[src/rtl/adc_reader_pkg.sv]
// rtl/adc_reader_pkg.sv - shared FSM states and width helper for the ADC reader
package adc_reader_pkg;

    typedef enum logic [1:0] {
        ST_IDLE,
        ST_CONV,
        ST_SHIFT,
        ST_DONE
    } state_t;

    // Bits needed to hold 0..value-1; never less than one so counters stay legal.
    function automatic int clogb2(input int value);
        int w;
        w = 1;
        while ((1 << w) < value) begin
            w = w + 1;
        end
        return w;
    endfunction

endpackage

[src/rtl/adc_reader_sck_gen.sv]
// rtl/adc_reader_sck_gen.sv - spi_sck generator with rise strobe, bit counter and frame-done strobe
module adc_reader_sck_gen
    import adc_reader_pkg::*;
#(
    parameter int FRAME_BITS = 16,
    parameter int SCK_HALF   = 2,
    localparam int BW        = clogb2(FRAME_BITS),
    localparam int HW        = clogb2(SCK_HALF)
) (
    input  logic          clk,
    input  logic          rst,
    input  logic          i_start,
    output logic          o_sck,
    output logic          o_rise,
    output logic          o_done,
    output logic [BW-1:0] o_bit
);

    localparam logic [HW-1:0] HALF_LAST = HW'(SCK_HALF - 1);
    localparam logic [BW-1:0] BIT_LAST  = BW'(FRAME_BITS - 1);

    logic          r_active;
    logic          r_sck;
    logic [HW-1:0] r_half;
    logic [BW-1:0] r_bit;
    logic          w_half_end;

    assign w_half_end = r_active && (r_half == HALF_LAST);

    always_ff @(posedge clk) begin
        if (!rst) begin
            r_active <= 1'b0;
            r_sck    <= 1'b0;
            r_half   <= '0;
            r_bit    <= '0;
        end else if (i_start) begin
            r_active <= 1'b1;
            r_sck    <= 1'b0;
            r_half   <= '0;
            r_bit    <= '0;
        end else if (r_active) begin
            if (w_half_end) begin
                r_half <= '0;
                r_sck  <= ~r_sck;
                // A falling sck closes the current bit.
                if (r_sck) begin
                    if (r_bit == BIT_LAST) begin
                        r_active <= 1'b0;
                    end else begin
                        r_bit <= r_bit + 1'b1;
                    end
                end
            end else begin
                r_half <= r_half + 1'b1;
            end
        end
    end

    assign o_sck  = r_sck;
    assign o_rise = w_half_end && !r_sck;
    assign o_done = w_half_end && r_sck && (r_bit == BIT_LAST);
    assign o_bit  = r_bit;

endmodule

[src/rtl/adc_reader.sv]
// rtl/adc_reader.sv - SPI master sampling one serial ADC channel every DIV clocks
module adc_reader
    import adc_reader_pkg::*;
#(
    parameter int DIV        = 50000,
    parameter int SIZE       = 12,
    parameter int FRAME_BITS = 16,
    parameter int LEAD       = 2,
    parameter int SCK_HALF   = 2
) (
    input  logic            clk,
    input  logic            rst,
    input  logic            spi_miso,
    output logic            spi_sck,
    output logic            ad_conv,
    output logic [SIZE-1:0] data,
    output logic            valid,
    output logic            busy
);

    localparam int CW = clogb2(DIV);
    localparam int BW = clogb2(FRAME_BITS);

    if ((DIV <= 2 + 2 * SCK_HALF * FRAME_BITS) || (LEAD < 0) || (SIZE < 2) ||
        (LEAD + SIZE > FRAME_BITS) || (SCK_HALF < 1)) begin : g_param_check
        $error("adc_reader: DIV, LEAD, SIZE or SCK_HALF out of range");
    end

    state_t          r_state;
    logic [CW-1:0]   r_count;
    logic [SIZE-1:0] r_shift;
    logic [SIZE-1:0] r_data;
    logic            r_ad_conv;
    logic            r_valid;
    logic            r_busy;

    logic            w_tick;
    logic            w_rise;
    logic            w_done;
    logic [BW-1:0]   w_bit;
    logic [31:0]     w_bit_ext;
    logic            w_in_win;

    assign w_tick    = (r_count == CW'(DIV - 1));
    assign w_bit_ext = 32'(w_bit);
    assign w_in_win  = (w_bit_ext >= LEAD) && (w_bit_ext < LEAD + SIZE);

    adc_reader_sck_gen #(
        .FRAME_BITS(FRAME_BITS),
        .SCK_HALF  (SCK_HALF)
    ) u_sck_gen (
        .clk    (clk),
        .rst    (rst),
        .i_start(r_state == ST_CONV),
        .o_sck  (spi_sck),
        .o_rise (w_rise),
        .o_done (w_done),
        .o_bit  (w_bit)
    );

    always_ff @(posedge clk) begin
        if (!rst) begin
            r_state   <= ST_IDLE;
            r_count   <= '0;
            r_shift   <= '0;
            r_data    <= '0;
            r_ad_conv <= 1'b0;
            r_valid   <= 1'b0;
            r_busy    <= 1'b0;
        end else begin
            r_count   <= w_tick ? '0 : r_count + 1'b1;
            r_ad_conv <= 1'b0;
            r_valid   <= 1'b0;
            case (r_state)
                ST_IDLE: begin
                    if (w_tick) begin
                        r_state   <= ST_CONV;
                        r_ad_conv <= 1'b1;
                        r_busy    <= 1'b1;
                    end
                end
                ST_CONV: begin
                    r_state <= ST_SHIFT;
                    r_shift <= '0;
                end
                ST_SHIFT: begin
                    // Only the SIZE-bit window after the LEAD bits is kept, MSB first.
                    if (w_rise && w_in_win) begin
                        r_shift <= {r_shift[SIZE-2:0], spi_miso};
                    end
                    if (w_done) begin
                        r_state <= ST_DONE;
                        r_data  <= r_shift;
                        r_valid <= 1'b1;
                    end
                end
                ST_DONE: begin
                    r_state <= ST_IDLE;
                    r_busy  <= 1'b0;
                end
                default: r_state <= ST_IDLE;
            endcase
        end
    end

    assign ad_conv = r_ad_conv;
    assign data    = r_data;
    assign valid   = r_valid;
    assign busy    = r_busy;

endmodule
[config.mk]
export PLATFORM = sky130hd
export DESIGN_NAME = adc_reader
export DESIGN_NICKNAME = d
export VERILOG_FILES = /design/src/rtl/adc_reader_pkg.sv /design/src/rtl/adc_reader_sck_gen.sv /design/src/rtl/adc_reader.sv
export SDC_FILE = /design/constraint.sdc
export NUM_CORES = 1
export LEC_CHECK = 0
export CAP_MARGIN = 15
export CORE_UTILIZATION = 35
export DETAILED_ROUTE_END_ITERATION = 16
export GPL_TIMING_DRIVEN = 0
export PLACE_DENSITY = 0.63
export SLEW_MARGIN = 15
export SYNTH_ARGS = -nofsm -noshare
export SYNTH_HDL_FRONTEND = slang
export SYNTH_SLANG_ARGS = --single-unit
export TNS_END_PERCENT = 1
[constraint.sdc]
create_clock -name clk -period 2.4 [get_ports clk]
set_clock_uncertainty 0.05 [all_clocks]
set_input_delay 0.36 -clock clk [delete_from_list [all_inputs] [get_ports clk]]
set_output_delay 0.36 -clock clk [all_outputs]
set_load 0.01 [all_outputs]
**Yosys cells after proc, flatten, opt, wreduce, memory -nomap -nowiden**

Index checks and enable logic that the tools add are counted.
Widths: inputs -> output; s select.

- Memory bits (read-only): 0
- Output and inout port bits: 16
- Memories: 0
- Logic and storage cells: 62
- Bits in latches: 0
- Bits in registers: 52
- Input bits: 3
- Bits in writable memories: 0

- Reduce and logical (&&, ||, !) cells: 20
- Eq/ne operators: 8
- $lt $le $gt $ge: 2
- $add $sub $neg: 3
- Multipliers: 0
- Divide/modulo/power cells: 0
- Multiplexer cells: 15
- Shift-type cells: 0
- Bitwise gates (word level): 3

Operators by type and width:

| operator | count |
|---|---|
| $pmux 12 s2 | 1 |
| $add 16x1->16 const B | 1 |
| $eq 16x16->1 const B | 1 |
| $reduce_and 2->1 | 7 |
| $mux 12 | 1 |
| $mux 1 | 9 |
| $pmux 2 s4 | 1 |
| $logic_and 1x1->1 | 6 |
| $add 4x1->4 const B | 1 |
| $eq 2x2->1 const B | 2 |
| $eq 4x4->1 const B | 1 |
| $ge 4x2->1 const B | 1 |
| $lt 4x4->1 const B | 1 |
| $mux 2 | 2 |
| $ne 2x2->1 const B | 2 |
| $reduce_and 4->1 | 1 |
| $reduce_bool 2->1 | 2 |
| $reduce_or 2->1 | 2 |
| $not 1->1 | 3 |
| $eq 2x1->1 const B | 1 |
| $logic_not 2->1 | 1 |
| $ne 2x1->1 const B | 1 |
| $pmux 1 s2 | 1 |
| $add 1x1->1 const B | 1 |
| $logic_not 1->1 | 1 |

**Depth between registers and ports, before layout**

Gate-level depths: netlist (run 1).

- Depth in word-level cells: 6
- Depth in mapped cells: 7
- Mapped depth without buffers: 6

**Hierarchy**

From an unflattened synthesis (run 1), not the netlist that was laid out.

- Cells, all modules: 232
- Area total of the unflattened synthesis: 2099.5 um^2

Modules (own cells, without submodules):

| module | sequential area each (um^2) | area each (um^2) | cells an instance | instances |
|---|---|---|---|---|
| adc_reader | 900.9 | 1780.5 | 195 | 1 |
| adc_reader_sck_gen | 140.1 | 319.1 | 37 | 1 |

**Least setup slack after synthesis (run 1)**

No wires, ideal clock.

- Path kind: reg-to-reg
- Start: register r_state[0]
- End: register r_shift[2]
- Library setup time: 128 ps
- Required time: 2222 ps
- Buffers on the path: 1
- Period minus slack after synthesis: 1699 ps
- Cell stages (with the launch flop): 8
- Arrival: 1522 ps
- Setup slack: 701 ps
- Path through: dfxtp_1 > inv_1 > ha_1 > nand4b_1 > a311oi_2 > buf_6 > mux2i_1 > nor2_1

- Longest elaborated chain between the ends: 3
- Elaborated cells between the ends (all ways): 6
- Those cells by class: 3 x eq/ne; 1 x mux; 2 x reduce/logical

Ends and longest elaborated chain:

| item | line | RTL |
|---|---|---|
| from (decl) | adc_reader.sv:29 | `state_t r_state;` |
| from (signal assigned) | adc_reader.sv:63 | `r_state <= ST_IDLE;` |
| from (signal assigned) | adc_reader.sv:77 | `r_state <= ST_CONV;` |
| from (signal assigned) | adc_reader.sv:83 | `r_state <= ST_SHIFT;` |
| $eq 2x2->1 or $eq 2x1->1 (tied branches) | adc_reader.sv:74 | `case (r_state)` |
| $ne 2x2->1 (no line) or $reduce_bool 2->1 (tied branches) | n/a |  |
| $reduce_and 2->1 (no line) | n/a |  |
| to (signal assigned) | adc_reader.sv:89 | `r_shift <= {r_shift[SIZE-2:0], spi_miso};` |
| to (decl) | adc_reader.sv:31 | `logic [SIZE-1:0] r_shift;` |

Parallel ways exist; a longest one is shown, timed or not.
A chain may end at the register's enable or synchronous reset.

**Worst setup path after layout (run 1)**

Ends and elaborated chain as after synthesis.

==> out/results.txt, run 1 <==
Pre-Repair DR Iteration Count - 4
Clk Latency, worst-skew pair - 0.30 ns
clock sink count - 52
Rows - 28
commonest cells after routing, fill and taps aside - dfxtp_1 (52), nor2_1 (44), mux2i_1 (25)
syn avg cell area - 9.589 um^2
Setup crit start - r_state[0]
CTS Buf Count - 5
Arr. time, crit path - 2.05 ns
Min-Delay Startpoint - r_count[0]
Fillers - 587
Vias - 1580
fin util - 43.31%
Resized cells post-CTS - 0
die width - 81.73 um
Final Hold Viols - 0
Synth area leaders - dfxtp_1 (47%), mux2i_1 (11%), nor2_1 (7.4%)
Post-synth EDFFs - 0
post-layout instance area - 2610 um^2
chip height - 81.73 um
Setup WS post-layout - 0.4809 ns
Antenna Cells - 0
placed instance count - 325
most common cell after layout, fill and taps aside - dfxtp_1
Max VDD drop - 282.6 uV
maximum capacitance violations - 0
ordered list of cells on the worst path - inv_1, ha_1, nand4b_1, a311oi_2, buf_6, mux2i_1, nor2_1
status - complete, no violations
total grt overflow - 0
Yosys top cell area share - 46.79%
power per cell area - 573.0 nW/um^2
vias in the first global route - 1406
maximum number of pins on one net before global-route repair - 17
Root Driver - clkbuf_8
Mapped Area - 2225 um^2
CP max FO - 10
drt total wl - 3.895 mm
setup violators final - 0
Starting Density - 36.92%
Crit Path Category - flip-flop to flip-flop
hpwl dp - 2.669 mm
die area - 6679 um^2
GP Congestion - 0.7091
fin crit period - 1.919 ns
synthesis-to-layout area growth - 17.32%
Yosys reg bits - 52
Leak - 1.024 nW
type of origin of the critical path - flip-flop
Hold Buf Count CTS - 0
Setup WS pre-CTS - 0.1929 ns
Final ANT Viol Nets - 0
final period utilization - 79.96%
syn nets - 242
gr usage total - 12.93%
biggest area consumer among synthesized cells - dfxtp_1
Ys Warns - 0
unique cell type count in the Yosys netlist - 39
Nets - 267
buffers added on ports - 18
initial antenna violation count - 0
HP Class - flip-flop to flip-flop
worst stage delay on the critical path - 0.43 ns
Crit Reg-Reg Startpoint - r_state[0]
fin cells - 333
DR WL/cell - 11.70 um
Synth Instances - 232
Post-synth ARST share - 0%
CTS tree - done
RSZ-0062 raised after global routing - no
leading register cell type out of synthesis - dfxtp_1
Slowest cell on crit path - a311oi_2
worst path required time - 2.53 ns
placed cell area - 2499 um^2
Top Ports - 19
Worst-Margin Slew - 0.5122 ns
post-synthesis sequential area ratio - 46.79%
fmax - 521.1 MHz
layout cells sized above 1 - 7.752%
DR vias/cell - 4.745
CP endpoint kind - flip-flop
Total Neg Setup Slack - 0 ns
core area - 6026 um^2
DR DRC count - 0
Rel. slew slack - 65.85%
DR iter-0 viols - 79
Post-CTS Setup Bufs - 0
CTS clk-pin slew, worst paths - 0.10 ns
H-Tree Depth - 2
global-route wire length before repair - 6.637 mm
clk buf depth - 2
Slew Viols, Final - 0
[layout make-up]
| cell class | instances | area, um^2 | share of cell area [%] |
|---|---|---|---|
| Sequential cell | 52 | 1041 | 39.89 |
| Multi-Input combinational cell | 164 | 1105 | 42.33 |
| Tap cell | 75 | 93.84 | 3.595 |
| Buffer | 10 | 56.30 | 2.157 |
| Inverter | 6 | 22.52 | 0.8629 |
| Timing Repair Buffer | 18 | 180.2 | 6.903 |
| Clock inverter | 3 | 42.54 | 1.630 |
| Clock buffer | 5 | 68.82 | 2.637 |
[final timing paths]
kind / end / slack [ns] / depth (start not counted)
worst min-delay path: r_count[0] / 0.42 / 1
worst max-delay path: r_shift[2] / 0.48 / 7
worst max register to register: r_shift[2] / 0.48 / 7
worst min register to register: r_count[0] / 0.42 / 1
[registers in the layout, indices dropped and copies added (netlist names)]
signal,cells
data,12
u_sck_gen.o_bit,4
r_state,2
valid,1
u_sck_gen.r_active,1
r_shift,12
u_sck_gen.o_sck,1
ad_conv,1
busy,1
u_sck_gen.r_half,1
r_count,16
[routing by layer]
layer	up-vias	share of wire [%]	GRT usage [%]
met3	5	4.0	3.444
met2	21	42	19.42
li1	839	-	-
met1	715	53	17.64
met4	0	1.2	4.737
met5	-	0	0
[power by group]
part | total (mW) | switching [mW] | internal, mW
sequential | 0.873 | 0.00529 | 0.868
combinational | 0.0335 | 0.0207 | 0.0128
clock | 0.589 | 0.280 | 0.309
[cells in the mapped netlist (all sizes together), types with 2 or more instances]
library cell  instances
nor2                 44
a21oi                 4
nand4                 4
buf                   6
nand3                11
nor3                  3
mux2i                25
dfxtp                52
nand2                 8
and4                  2
clkbuf                4
o21ai                 2
and2                 13
and3                  5
nor4bb                2
nand2b                3
or3                   3
inv                   6
xor2                  8
ha                    7
xnor2                 7
[cell families after synthesis]
| group | synth area share [%] |
|---|---|
| buffers and inverters | 3.543 |
| and+or+nand+nor | 23.96 |
| DFF | 46.79 |
| AOI/OAI and AO/OA | 4.612 |
| xor gates and xnor gates | 5.906 |
| adders and majority gates | 3.937 |
| muxes | 11.25 |
[critical path, delay by kind of cell, from the launching register on]
| family | cells | cell delay [ns] |
|---|---|---|
| AOI/OAI and AO/OA | 1 | 0.43 |
| adders and majority gates | 1 | 0.24 |
| buffers and inverters | 2 | 0.33 |
| DFF | 1 | 0.36 |
| muxes | 1 | 0.21 |
| and+or+nand+nor | 2 | 0.19 |
[metrics by stage]
step	power, mW	hold slack (ns)
final	1.496	0.4183
after CTS	1.523	0.4283
after global routing	1.566	0.4550
after global placement	0.9271	0.3971
after floorplan	0.9112	0.3764
after detailed placement	0.9272	0.4057
Power figures use the tool's default switching activity.
==> inputs of run 2 (changes only) <==
==> constraint.sdc (replaced) <==
create_clock -name clk -period 1.9 [get_ports clk]
set_clock_uncertainty 0.05 [all_clocks]
set_input_delay 0.285 -clock clk [delete_from_list [all_inputs] [get_ports clk]]
set_output_delay 0.285 -clock clk [all_outputs]
set_load 0.01 [all_outputs]
==> run 2 against run 1 <==
  * Global-route usage stayed put
  * Maximum frequency rose by 7.5%
  * Via count is 1.3% higher
  * Clock power increased by 27%
  * First-iteration DRC count down 20%
  * Critical path type unchanged
  * Largest cell class unchanged
==> out/results.txt, run 2 (synthesis results as in run 1) <==
status - complete, no violations
H-Tree Depth - 2
global-route wire length before repair - 6.658 mm
DR vias/cell - 4.776
Leak - 1.045 nW
CTS clk-pin slew, worst paths - 0.09 ns
Vias - 1600
Internal Power - 1.504 mW
vias in the first global route - 1402
most common cell after layout, fill and taps aside - dfxtp_1
Antenna Cells - 0
Rows - 28
Slew Viols, Final - 0
Comb pwr share - 2.3%
Hold Buf Count CTS - 0
final period utilization - 93.96%
Slowest cell on crit path - dfxtp_1
maximum number of pins on one net before global-route repair - 17
Clk Latency, worst-skew pair - 0.30 ns
clock share of power - 39.4%
buffers added on ports - 18
CTS tree - done
setup violators final - 0
DR iter-0 viols - 63
max FFs per register - 16
Setup WS post-layout - 0.1147 ns
clock sink count - 52
Final ANT Viol Nets - 0
fin util - 44.29%
Largest Register - r_count
WP buf/inv - 1
fin crit period - 1.785 ns
RSZ-0062 raised after global routing - yes
gr usage total - 12.93%
layout cells sized above 1 - 10.77%
clk buf depth - 2
Crit path max-delay family - simple AND/OR/NAND/NOR gates
DR WL/cell - 11.77 um
synthesis-to-layout area growth - 19.97%
drt total wl - 3.943 mm
Nets - 269
Setup WS pre-CTS - -0.2321 ns
Flop pwr share - 58.3%
total grt overflow - 0
worst path required time - 2.08 ns
CP max FO - 6
HP Class - flip-flop to flip-flop
power per cell area - 709.3 nW/um^2
chip height - 81.73 um
CTS Buf Count - 5
worst stage delay on the critical path - 0.38 ns
fmax - 560.1 MHz
die width - 81.73 um
CP endpoint kind - flip-flop
DR DRC count - 0
Top Ports - 19
hpwl dp - 2.669 mm
Max VDD drop - 358.9 uV
Total Power - 1.893 mW
Switching Fraction - 20.56%
GP Congestion - 0.7091
Rel. slew slack - 66.93%
Sw Pwr - 389.1 uW
type of origin of the critical path - flip-flop
Pre-Repair DR Iteration Count - 4
maximum capacitance violations - 0
Crit Path Category - flip-flop to flip-flop
Starting Density - 36.92%
Final Hold Viols - 0
initial antenna violation count - 0
commonest cells after routing, fill and taps aside - dfxtp_1 (51), nor2_1 (44), mux2i_1 (25)
Fillers - 588
Root Driver - clkbuf_8
ordered list of cells on the worst path - ha_1, and3_1, buf_2, nand4_1, a22oi_1, mux2i_1
Arr. time, crit path - 1.96 ns
core area - 6026 um^2
Worst-Margin Slew - 0.4915 ns
die area - 6679 um^2
-- run 2: worst paths after layout --
| check | from | endpoint | slack (ns) | cells past startpoint |
|---|---|---|---|---|
| hold / removal | r_count[0] | r_count[0] | 0.42 | 1 |
| setup reg to reg | r_count[1] | r_state[1] | 0.11 | 6 |
| hold reg to reg | r_count[0] | r_count[0] | 0.42 | 1 |
| setup / recovery | r_count[1] | r_state[1] | 0.11 | 6 |
-- run 2: layer usage --
layer,share of wire (%),GRT usage [%],vias up
li1,-,-,844
met1,52,17.71,731
met2,43,19.34,21
met3,4.0,3.444,4
met4,1.2,4.737,0
met5,0,0,-
-- run 2: power groups by stage --
stage	Combinational (mW)	Clock, mW	Sequential, mW
3_5_place_dp	0.0431	0	1.13
3_3_place_gp	0.0432	0	1.13
5_1_grt	0.0494	0.824	1.11
2_1_floorplan	0.0234	0	1.13
6_report	0.0435	0.746	1.10
4_1_cts	0.0435	0.777	1.10
-- run 2: worst register-to-register path: cells and delay by family, from the launching register on --
kind / cells / cell delay (ns)
buffers and inverters: 1 / 0.16
multiplexers: 1 / 0.22
adder cells (fa/ha/maj): 1 / 0.19
AO/OA/AOI/OAI: 1 / 0.31
flip-flops: 1 / 0.38
AND/OR/NAND/NOR: 2 / 0.40
-- run 2: final cells by class --
cell class	count	area (um^2)	share of cell area, %
multi-input cells	164	1136	42.57
flip-flops and latches	52	1042	39.05
repair buffers	20	198.9	7.454
well taps	75	93.84	3.516
clock buffers	5	68.82	2.579
plain buffers	10	63.81	2.391
clock inverters	3	42.54	1.594
inverters	6	22.52	0.8439
-- run 2: timing repair --
| action | 4_1_cts | 5_1_grt |
|---|---|---|
| endpoints found under the setup margin | 10 | 30 |
| setup buffers | 0 | 1 |
| pin swaps | 1 | 2 |
| cloned | 0 | 1 |
| resized for setup | 1 | 14 |
-- run 2: through the flow --
step	TNS, ns	instances	cell area (um^2)	hold WS, ns
global placement	-1.986	325	2499	0.3971
finish	0	335	2669	0.4197
global route	-0.09489	335	2669	0.4550
floorplan	0	232	2225	0.3764
detailed placement	-2.069	325	2499	0.4057
CTS	0	333	2621	0.4283
==> inputs of run 3 (changes only) <==
--- a/config.mk
+++ b/config.mk
@@ -9,7 +9,7 @@
 export CORE_UTILIZATION = 35
 export DETAILED_ROUTE_END_ITERATION = 16
 export GPL_TIMING_DRIVEN = 0
-export PLACE_DENSITY = 0.63
+export PLACE_DENSITY = 0.53
 export SLEW_MARGIN = 15
 export SYNTH_ARGS = -nofsm -noshare
 export SYNTH_HDL_FRONTEND = slang
==> run 3 against run 2 <==
  * Clock-buffer cell count did not move
  * Die area did not move
  * Power down 3.9%
  * Worst hold slack got worse by 0.027 ns
  * Largest cell class unchanged
  * Clock power decreased by 9.9%
==> out/results.txt, run 3 (synthesis results as in run 1) <==
status - complete, no violations
Pre-Repair DR Iteration Count - 4
Starting Density - 36.92%
clock sink count - 52
Reg2Reg Depth - 7
ordered list of cells on the worst path - ha_1, and3_1, buf_2, nand3_1, buf_4, mux2i_1, nor2_1
worst stage delay on the critical path - 0.36 ns
Min-Delay Startpoint - r_count[0]
area of the multi-input gates - 1129 um^2
placed cell area - 2499 um^2
DR iter-0 viols - 56
Slew Viols, Final - 0
CP max FO - 10
RSZ-0062 raised after global routing - yes
Crit Path Category - flip-flop to flip-flop
layout cells sized above 1 - 12.83%
chip height - 81.73 um
vias in the first global route - 1463
fin crit period - 1.832 ns
GR Util met2 - 20.25%
Rows - 28
Worst-Margin Slew - 0.4885 ns
Largest Register - r_count
total grt overflow - 0
CP endpoint kind - flip-flop
Rel. slew slack - 67.13%
DR DRC count - 0
commonest cells after routing, fill and taps aside - dfxtp_1 (47), nor2_1 (44), mux2i_1 (25)
max FFs per register - 16
setup violators final - 0
buffers added on ports - 18
Crit path max-delay family - simple AND/OR/NAND/NOR gates
FF+latch area - 1047 um^2
Root Driver - clkbuf_8
core area - 6026 um^2
worst hold path cell count - 1
drt total wl - 4.255 mm
Reg2Reg Setup Slack - 0.07 ns
global-route wire length before repair - 6.817 mm
CTS clk-pin slew, worst paths - 0.10 ns
grt peak-use layer - met2
Hold Path End - r_count[0]
GRT met1 Usage - 17.84%
Max VDD drop - 356.0 uV
final period utilization - 96.41%
CTS Buf Count - 5
GP Congestion - 0.7053
fin cells - 340
CTS tree - done
Worst R2R End - data[9]
post-layout instance area - 2680 um^2
worst path required time - 2.05 ns
maximum capacitance violations - 0
grt met3 use - 3.667%
Final ANT Viol Nets - 0
Final Hold Viols - 0
Fillers - 631
maximum number of pins on one net before global-route repair - 19
die width - 81.73 um
hpwl dp - 2.840 mm
Nets - 274
Vias - 1627
type of origin of the critical path - flip-flop
Slowest cell on crit path - dfxtp_1
initial antenna violation count - 0
DR WL/cell - 12.51 um
Clk Latency, worst-skew pair - 0.31 ns
clk buf depth - 2
Top Ports - 19
power per cell area - 678.7 nW/um^2
gr usage total - 13.42%
HP Class - flip-flop to flip-flop
Leak - 1.053 nW
DR vias/cell - 4.785
Antenna Cells - 0
placed instance count - 325
most common cell after layout, fill and taps aside - dfxtp_1
H-Tree Depth - 2
fmax - 545.9 MHz
Crit Reg-Reg Startpoint - u_sck_gen.o_bit[0]
synthesis-to-layout area growth - 20.47%
WP buf/inv - 2
die area - 6679 um^2
Arr. time, crit path - 1.98 ns
[run 3: cell types whose count changed in the layout (fill, tap and decap cells not counted), sizes merged]
cell,previous run,this run
buf,8,11
clkbuf,9,11
bufinv,1,0
inv,6,7
[run 3: per-layer routing]
| layer | wire, um | up-vias |
|---|---|---|
| li1 | - | 846 |
| met1 | 2200 | 757 |
| met2 | 1836 | 16 |
| met3 | 146 | 8 |
| met4 | 72 | 0 |
| met5 | 0 | - |
[run 3: layout make-up]
class	instances	share of cell area, %
buffer	10	2.194
clock buffer	5	2.568
clock inverter	3	1.027
inverter	6	0.8403
multi-input combinational	164	42.11
sequential	52	39.08
tap	75	3.501
timing repair buffer	25	8.683
[run 3: worst reg2reg max path, delay by kind of cell, from the launching register on]
kind | cells | cell delay (ns)
simple gates | 3 | 0.46
buf+inv | 2 | 0.41
flops | 1 | 0.36
fa+ha+maj | 1 | 0.22
mux | 1 | 0.22
[run 3: what timing repair did]
| item | 4_1_cts | 5_1_grt |
|---|---|---|
| hold buffers | 0 | 0 |
| gates resized for setup | 1 | 10 |
| setup endpoints to repair | 20 | 33 |
| pin swaps | 1 | 1 |
| setup buffers | 3 | 3 |
| cloned | 0 | 1 |
[run 3: where the power goes]
group	total [mW]	internal, mW	switching (mW)
registers	1.10	1.10	0.00610
clock network	0.672	0.271	0.401
logic	0.0432	0.0161	0.0271
total	1.82	1.38	0.434
[run 3: how the worst max path moves through the flow]
stage	endpoint	from	cells past startpoint
floorplan	r_shift[2]	r_state[0]	7
global route	data[3]	u_sck_gen.o_bit[0]	7
global placement	r_shift[8]	rst	5
finish	data[9]	u_sck_gen.o_bit[0]	7
detailed placement	r_shift[7]	rst	5
CTS	data[9]	u_sck_gen.o_bit[1]	7
[run 3: per-stage QoR]
stage | hold WS [ns] | setup slack, ns | utilization (%) | TNS [ns] | power [mW]
finish | 0.3931 | 0.06828 | 44.48 | 0 | 1.819
global route | 0.4047 | -0.05288 | 44.48 | -0.5115 | 1.895
CTS | 0.4302 | 0.003379 | 43.63 | 0 | 1.850
detailed placement | 0.4056 | -0.2240 | 41.47 | -2.509 | 1.172
global placement | 0.3995 | -0.2459 | 41.47 | -2.596 | 1.172
floorplan | 0.3764 | 0.2007 | - | 0 | 1.151
